`config.mk`:
```
export PLATFORM = sky130hd
export DESIGN_NAME = fifo_cmd_reader
export DESIGN_NICKNAME = d
export VERILOG_FILES = /design/src/rtl/fifo_cmd_reader.sv
export SDC_FILE = /design/constraint.sdc
export NUM_CORES = 1
export LEC_CHECK = 0
export BUFFER_PORTS_ARGS = -buffer_cell sky130_fd_sc_hd__buf_2
export CORE_ASPECT_RATIO = 1.5
export CORE_MARGIN = 4
export CORE_UTILIZATION = 45
export DETAILED_ROUTE_END_ITERATION = 6
export PLACE_DENSITY = 0.73
export SLEW_MARGIN = 25
export SYNTH_ARGS = -nofsm -noshare
export SYNTH_HDL_FRONTEND = slang
export SYNTH_SLANG_ARGS = --single-unit
```
`constraint.sdc`:
```
create_clock -name TCK -period 2.3 [get_ports TCK]
set_clock_uncertainty 0.1 [all_clocks]
set_input_delay 0.115 -clock TCK [delete_from_list [all_inputs] [get_ports TCK]]
set_output_delay 0.115 -clock TCK [all_outputs]
set_load 0.01 [all_outputs]
```
`src/rtl/fifo_cmd_reader.sv`:
```
// Byte-FIFO command reader: assembles NOP/write/read commands from the TCK-domain FIFO and issues them on a req/ack bus.
// Optional bus watchdog enabled by defining FIFO_RD_TIMEOUT_EN.
//
// state | meaning
// IDLE  | pop and decode opcode byte
// ADDR  | collect ADDR_BYTES address bytes, little-endian
// DATA  | collect DATA_BYTES write-data bytes, little-endian
// BUS   | bus_req held until bus_ack (or watchdog expiry)
// RESP  | one cycle with rdata_valid high
module fifo_cmd_reader #(
   parameter int ADDR_BYTES     = 4,
   parameter int DATA_BYTES     = 4,
   parameter int TIMEOUT_CYCLES = 255
) (
   input  logic                    TCK,
   input  logic                    TRST,
   input  logic [7:0]              fifo_data,
   input  logic                    fifo_empty,
   output logic                    fifo_rd_en,
   output logic                    bus_req,
   output logic                    bus_we,
   output logic [8*ADDR_BYTES-1:0] bus_addr,
   output logic [8*DATA_BYTES-1:0] bus_wdata,
   input  logic                    bus_ack,
   input  logic [8*DATA_BYTES-1:0] bus_rdata,
   input  logic                    bus_err,
   output logic [8*DATA_BYTES-1:0] rdata,
   output logic                    rdata_valid,
   output logic                    err_flag,
   input  logic                    err_clr,
   output logic                    busy
);

   localparam logic [2:0] IDLE = 3'd0;
   localparam logic [2:0] ADDR = 3'd1;
   localparam logic [2:0] DATA = 3'd2;
   localparam logic [2:0] BUS  = 3'd3;
   localparam logic [2:0] RESP = 3'd4;

   localparam int MAX_BYTES = (ADDR_BYTES > DATA_BYTES) ? ADDR_BYTES : DATA_BYTES;
   localparam int CW = (MAX_BYTES > 1) ? $clog2(MAX_BYTES) : 1;
   localparam logic [CW-1:0] ADDR_LAST = CW'(ADDR_BYTES - 1);
   localparam logic [CW-1:0] DATA_LAST = CW'(DATA_BYTES - 1);

   logic [2:0]    state;
   logic [CW-1:0] byte_cnt;
   logic          pop;
   logic          illegal_op;
   logic          err_set;
   logic          timeout_hit;

   // TRST gates the pop so the FIFO head is never consumed while held in reset.
   assign pop = TRST && !fifo_empty && ((state == IDLE) || (state == ADDR) || (state == DATA));
   assign fifo_rd_en = pop;
   assign busy       = (state != IDLE);
   assign illegal_op = pop && (state == IDLE) && (fifo_data > 8'h02);
   assign err_set    = illegal_op || ((state == BUS) && bus_ack && bus_err) || timeout_hit;

`ifdef FIFO_RD_TIMEOUT_EN
   localparam int TW = $clog2(TIMEOUT_CYCLES + 1);
   logic [TW-1:0] to_cnt;

   always_ff @(posedge TCK or negedge TRST) begin
      if (!TRST) begin
         to_cnt <= '0;
      end else if (state != BUS) begin
         to_cnt <= '0;
      end else begin
         to_cnt <= to_cnt + 1'b1;
      end
   end

   assign timeout_hit = (state == BUS) && !bus_ack && (to_cnt == TW'(TIMEOUT_CYCLES - 1));
`else
   // Watchdog compiled out: BUS waits for bus_ack indefinitely.
   assign timeout_hit = (TIMEOUT_CYCLES < 0);
`endif

   always_ff @(posedge TCK or negedge TRST) begin
      if (!TRST) begin
         state       <= IDLE;
         byte_cnt    <= '0;
         bus_req     <= 1'b0;
         bus_we      <= 1'b0;
         bus_addr    <= '0;
         bus_wdata   <= '0;
         rdata       <= '0;
         rdata_valid <= 1'b0;
      end else begin
         rdata_valid <= 1'b0;
         case (state)
            IDLE: begin
               if (pop) begin
                  byte_cnt <= '0;
                  if (fifo_data == 8'h01) begin
                     bus_we <= 1'b1;
                     state  <= ADDR;
                  end else if (fifo_data == 8'h02) begin
                     bus_we <= 1'b0;
                     state  <= ADDR;
                  end
               end
            end
            ADDR: begin
               if (pop) begin
                  for (int k = 0; k < ADDR_BYTES; k++) begin
                     if (byte_cnt == CW'(k)) bus_addr[8*k +: 8] <= fifo_data;
                  end
                  if (byte_cnt == ADDR_LAST) begin
                     byte_cnt <= '0;
                     if (bus_we) begin
                        state <= DATA;
                     end else begin
                        bus_req <= 1'b1;
                        state   <= BUS;
                     end
                  end else begin
                     byte_cnt <= byte_cnt + 1'b1;
                  end
               end
            end
            DATA: begin
               if (pop) begin
                  for (int k = 0; k < DATA_BYTES; k++) begin
                     if (byte_cnt == CW'(k)) bus_wdata[8*k +: 8] <= fifo_data;
                  end
                  if (byte_cnt == DATA_LAST) begin
                     byte_cnt <= '0;
                     bus_req  <= 1'b1;
                     state    <= BUS;
                  end else begin
                     byte_cnt <= byte_cnt + 1'b1;
                  end
               end
            end
            BUS: begin
               if (bus_ack) begin
                  bus_req <= 1'b0;
                  if (!bus_we) begin
                     rdata       <= bus_rdata;
                     rdata_valid <= 1'b1;
                     state       <= RESP;
                  end else begin
                     state <= IDLE;
                  end
               end else if (timeout_hit) begin
                  bus_req <= 1'b0;
                  if (!bus_we) begin
                     rdata       <= '0;
                     rdata_valid <= 1'b1;
                     state       <= RESP;
                  end else begin
                     state <= IDLE;
                  end
               end
            end
            RESP: state <= IDLE;
            default: state <= IDLE;
         endcase
      end
   end

   // A new error in the same cycle as err_clr keeps the flag set.
   always_ff @(posedge TCK or negedge TRST) begin
      if (!TRST) begin
         err_flag <= 1'b0;
      end else if (err_set) begin
         err_flag <= 1'b1;
      end else if (err_clr) begin
         err_flag <= 1'b0;
      end
   end

endmodule
```
# ---- Word level (Yosys, flattened, before mapping)
# Cells that the tools add are included.
dict set report op_classes {
  n_reduce_logical 31
  muxes 29
  bitwise_logic 1
  n_eq_ne 17
  n_addsub 1
  magnitude_cmp 1
}
# cell n
set op_table {}
lappend op_table {{3-bit AND reduction} 11}
lappend op_table {{3-bit two-way mux} 9}
lappend op_table {{1-bit two-way mux} 14}
lappend op_table {{7-bit AND reduction} 2}
lappend op_table {{3-bit case mux with 4 select lines} 1}
lappend op_table {{2-bit != test, second input constant} 5}
lappend op_table {{8-bit by 1-bit == test with 1-bit output, second input constant} 1}
lappend op_table {{8-bit by 2-bit == test with 1-bit output, second input constant} 1}
lappend op_table {{8-bit by 2-bit greater-than comparator with 1-bit output, second input constant} 1}
lappend op_table {{3-bit by 2-bit == test with 1-bit output, second input constant} 2}
lappend op_table {{1-bit logical AND} 6}
lappend op_table {{2-bit two-way mux} 3}
lappend op_table {{2-bit by 1-bit != test with 1-bit output, second input constant} 3}
lappend op_table {{2-bit nonzero test} 3}
lappend op_table {{3-bit nonzero test} 2}
lappend op_table {{2-bit == test, second input constant} 2}
lappend op_table {{2-bit case mux with 2 select lines} 1}
lappend op_table {{3-bit by 1-bit == test with 1-bit output, second input constant} 1}
lappend op_table {{3-bit logical NOT} 1}
lappend op_table {{1-bit logical OR} 3}
lappend op_table {{3-bit by 1-bit != test with 1-bit output, second input constant} 1}
lappend op_table {{1-bit case mux with 3 select lines} 1}
lappend op_table {{2-bit by 1-bit adder with 2-bit output, second input constant} 1}
lappend op_table {{2-bit by 1-bit == test with 1-bit output, second input constant} 1}
lappend op_table {{4 further kinds} 4}
dict set report word_totals {
  regBits 105
  output_inout_bits 102
  elab_cells 95
  inputBits 46
}

# ---- Logic depth before layout (Yosys ltp)
dict set report depth {
  depth_word 8
  mapped_depth 5
  mapped_depth_nobuf 5
}

# ---- Worst setup path after synthesis
# No wires, ideal clock.
dict set report synth_timing {
  path_type {register -> register}
  from {register state[2]}
  to {register rdata[3]}
  stages_incl_launch_ff 5
  slack_ps 685
  synth_period_minus_slack_ps 1615
  arrival_ps 1390
  path_buffers 1
  setup_time_ps 125
  required_time_ps 2075
  cell_sequence {dfrtp_1 -> nand4b_2 -> nor2_4 -> buf_4 -> mux2_2}
}
dict set report synth_via {
  elab_chain_cells 2
}
# item line
set synth_rtl {}
lappend synth_rtl {{start, declared} 45} ;# logic [2:0] state;
lappend synth_rtl {{start signal, assigned} 81} ;# state <= IDLE;
lappend synth_rtl {{start signal, assigned} 97} ;# state <= ADDR;
lappend synth_rtl {{start signal, assigned} 100} ;# state <= ADDR;
lappend synth_rtl {{3-bit by 2-bit == test with 1-bit output} 91} ;# case (state)
lappend synth_rtl {{3-bit AND reduction (no source line)} n/a}
lappend synth_rtl {{end signal, assigned} 140} ;# rdata <= bus_rdata;
lappend synth_rtl {{end, declared} 27} ;# output logic [8*DATA_BYTES-1:0] rdata,
# No other way between the ends.
# A chain may end at the register's enable or synchronous reset.

# ---- Worst setup path in the final report
dict set report layout_timing {
  from {register state[1]}
  to {register bus_addr[14]}
}
dict set report layout_via {
  elab_chain_cells 5
  word_cells_on_any_way 7
  cone_classes {eq/ne (2); reduce/logical (5)}
}
# item line
set layout_rtl {}
lappend layout_rtl {{3-bit by 1-bit == test with 1-bit output / 3-bit logical NOT (equally long branches)} {53, 91}}
lappend layout_rtl {{1-bit logical OR (2 in a row)} 53} ;# assign pop = TRST && !fifo_empty && ((state == IDLE) || (state == ADDR) || (state == DATA));
lappend layout_rtl {{1-bit logical AND} 53}
lappend layout_rtl {{3-bit AND reduction (no source line) (*)} n/a}
lappend layout_rtl {{end signal, assigned by index} 107} ;# if (byte_cnt == CW'(k)) bus_addr[8*k +: 8] <= fifo_data;
lappend layout_rtl {{end, declared} 22} ;# output logic [8*ADDR_BYTES-1:0] bus_addr,
# Every way passes the cells marked *; elsewhere a longest branch is shown, timed or not.

==> flow_metrics.env <==
export IMPL_wire_per_inst_microns=18.5
export IMPL_initial_core_util=0.463
export IMPL_criticalPathCategory="flip-flop to flip-flop"
export IMPL_ys_async_sr_fraction=1.00
export IMPL_cap_violations=0
export IMPL_cp_required_ps=2420
export IMPL_port_buffers=147
export IMPL_synth_edf_count=0
export IMPL_ys_types=42
export IMPL_yosys_area_top_type_share=0.613
export IMPL_first_pass_iters=4
export IMPL_worst_slew_pin_slew_ps=904
export IMPL_setup_tns_ps=0
export IMPL_clockBufferDepth=2
export IMPL_power_frac_clock=0.388
export IMPL_fin_crit_sh=0.847
export IMPL_gr_usage_all_layers=0.197
export IMPL_synth_seq_area_share=0.613
export IMPL_cpPeakStageDelay_ps=720
export IMPL_grt_pass1_wl_mm=16.6
export IMPL_post_cts_buffers=0
export IMPL_end_kind="flip-flop"
export IMPL_ir_drop_mv=0.480
export IMPL_avgSynthCellArea_sq_um=15.6
export IMPL_switching_share=0.224
export IMPL_ctsResizeCount=0
export IMPL_clock_latency_ps=330
export IMPL_netlist_area_sq_um=4280
export IMPL_nFillCells=727
export IMPL_grt_pass1_vias=3189
export IMPL_outcome="finished, final reports clean"
export IMPL_startpoint_type="flip-flop"
export IMPL_power_frac_comb=0.092
export IMPL_relSlewSlack=0.396
export IMPL_dp_hpwl_mm=7.55
export IMPL_antenna_found_initial=0
export IMPL_cts_tree="built"
export IMPL_htree_levels=3
export IMPL_die_y_microns=127
export IMPL_row_count=43
export IMPL_clk_pin_slew_ps=60
export IMPL_rsz0062_at_grt="false"
export IMPL_yosys_top_cells_area="dfrtp_1 (61%), mux2_2 (24%), nand3_4 (2.5%)"
export IMPL_drt_met1_wl_mm=4.06
export IMPL_numCtsBuffers=9
export IMPL_hold_path_class="input port to flip-flop"
export IMPL_synth_common_cells="dfrtp_1 (105), mux2_2 (91), inv_1 (6), nand2_1 (6), nand3_4 (6)"
export IMPL_antenna_cells=0
export IMPL_first_iter_violations=105
export IMPL_nets=509
export IMPL_hold_viol_final=0
export IMPL_fmax_ghz=0.513
export IMPL_core_sq_um=9250
export IMPL_yosysTopAreaCell="dfrtp_1"
export IMPL_io_pins=148
export IMPL_yosysMostFrequentCell="dfrtp_1"
export IMPL_drc=0
export IMPL_fin_crit_ps=1950
export IMPL_crit_fanout=8
export IMPL_p_sw_uw=837
export IMPL_clock_sinks=105
export IMPL_yosysWarnings=0
export IMPL_grt_max_degree=102
export IMPL_synth_seq_cells=105
export IMPL_worstPathCellList="nor2b_1, nand3_4, mux2_2"
export IMPL_die_area_sq_um=11200
export IMPL_leakage_nw=3.25
export IMPL_pwr_share_seq=0.520
export IMPL_grt_remaining_overflow=0
export IMPL_routed_via_density=5.11
export IMPL_finalPower_mw=3.73
export IMPL_finalWirelength_mm=10.6
export IMPL_met3WireLength_microns=564
export IMPL_critPathArrivalTime_ps=2070
export IMPL_drive_above_1_share=0.581
export IMPL_maxSlewViolCount=0
export IMPL_synthesis_instances=275
export IMPL_die_w_microns=87.7
export IMPL_top_layer_used="met4"
export IMPL_vias=2929
export IMPL_syn_nets=325
export IMPL_gp_routability_congestion=0.793
export IMPL_power_density_nw_per_um2=649
export IMPL_ant_nets=0
export IMPL_internal_power_mw=2.89
export IMPL_hold_buffers=33
export IMPL_fin_hold_ws_ps=31.9
export IMPL_root_buffer="clkbuf_16"
export IMPL_cp_top_family="simple AND/OR/NAND/NOR gates"
export IMPL_dr_wl_met2_mm=5.66
export IMPL_synthToLayoutAreaGrowth_pct=34.2
export IMPL_synthFlopType="dfrtp_1"
export IMPL_critPathSlowestCell="nor2b_1"
export IMPL_path_buf_inv=0
export IMPL_setup_viol=0
## cells in the final DEF, fill, tap and decap left out, types with 2 or more instances in the layout
cell,count
mux2_2,91
nor2_1,3
ha_1,4
and2b_1,2
inv_1,6
buf_4,6
nand3_4,6
dfrtp_1,105
a21oi_1,2
mux2_1,5
nor2b_1,2
clkbuf_16,9
nand3_1,4
nand2_1,6
buf_2,146
nand3_2,2
dlygate4sd3_1,33
o311ai_1,2
## worst reg2reg max path, stage by stage, from the launching register on
cell and delay, ps:
dfrtp_1 420, nor2b_1 720, nand3_4 260, mux2_2 340
## worst paths after layout
kind                            slack, ps            end         start  cells past startpoint
worst min register to register        390       rdata[9]      rdata[9]                      1
worst min-delay path                   30  bus_wdata[10]  fifo_data[2]                      2
worst max register to register        350   bus_addr[14]      state[1]                      3
max in group asynchronous            1310    bus_addr[9]          TRST                      3
min in group asynchronous              60   bus_addr[25]          TRST                      2
worst max-delay path                  350   bus_addr[14]      state[1]                      3
## layout make-up
class                      count  area [sq um]  share of cell area
clock buffer                  10           229              0.0399
sequential                   105          2630               0.457
multi-input combinational    151          1560               0.271
timing repair buffer         186          1130               0.196
clock inverter                 3          43.8             0.00762
inverter                       6          22.5             0.00392
tap                          112           140              0.0244
## state kept, by name, indices dropped and copies added, names as in the netlist
signal       count
bus_addr        32
bus_req          1
bus_wdata       32
bus_we           1
byte_cnt         2
err_flag         1
rdata           32
rdata_valid      1
state            3
## per-stage QoR
stage / instances / util / setup slack [ps] / cell area [sq um]
global placement: 527 / 0.556 / 398 / 5140
global route: 573 / 0.621 / 239 / 5750
finish: 573 / 0.621 / 351 / 5750
detailed placement: 527 / 0.556 / 363 / 5140
CTS: 573 / 0.621 / 329 / 5750
floorplan: 275 / - / 685 / 4280
## cell families (layout without fill, tap and decap cells)
logic type,Yosys count,count (layout),share of synthesized area
flops,105,105,0.613
xor+xnor,1,1,0.00205
compound gates,14,14,0.0254
fa+ha+maj,4,4,0.0117
simple gates,36,36,0.0719
mux,96,96,0.252
buf+inv,19,205,0.0231
## per-layer routing
layer | track usage | up-vias
met4 | 0.0858 | 0
met3 | 0.0413 | 18
met2 | 0.342 | 100
li1 | - | 1349
met5 | 0 | -
met1 | 0.232 | 1462
## power groups by stage
stage | registers, mW | logic (mW) | clock network (mW)
5_1_grt | 1.94 | 0.378 | 1.56
3_3_place_gp | 1.97 | 0.295 | 0
6_report | 1.94 | 0.345 | 1.45
2_1_floorplan | 1.99 | 0.111 | 0
4_1_cts | 1.94 | 0.350 | 1.50
3_5_place_dp | 1.97 | 0.306 | 0
No activity file was read; power rests on OpenSTA's default activity.
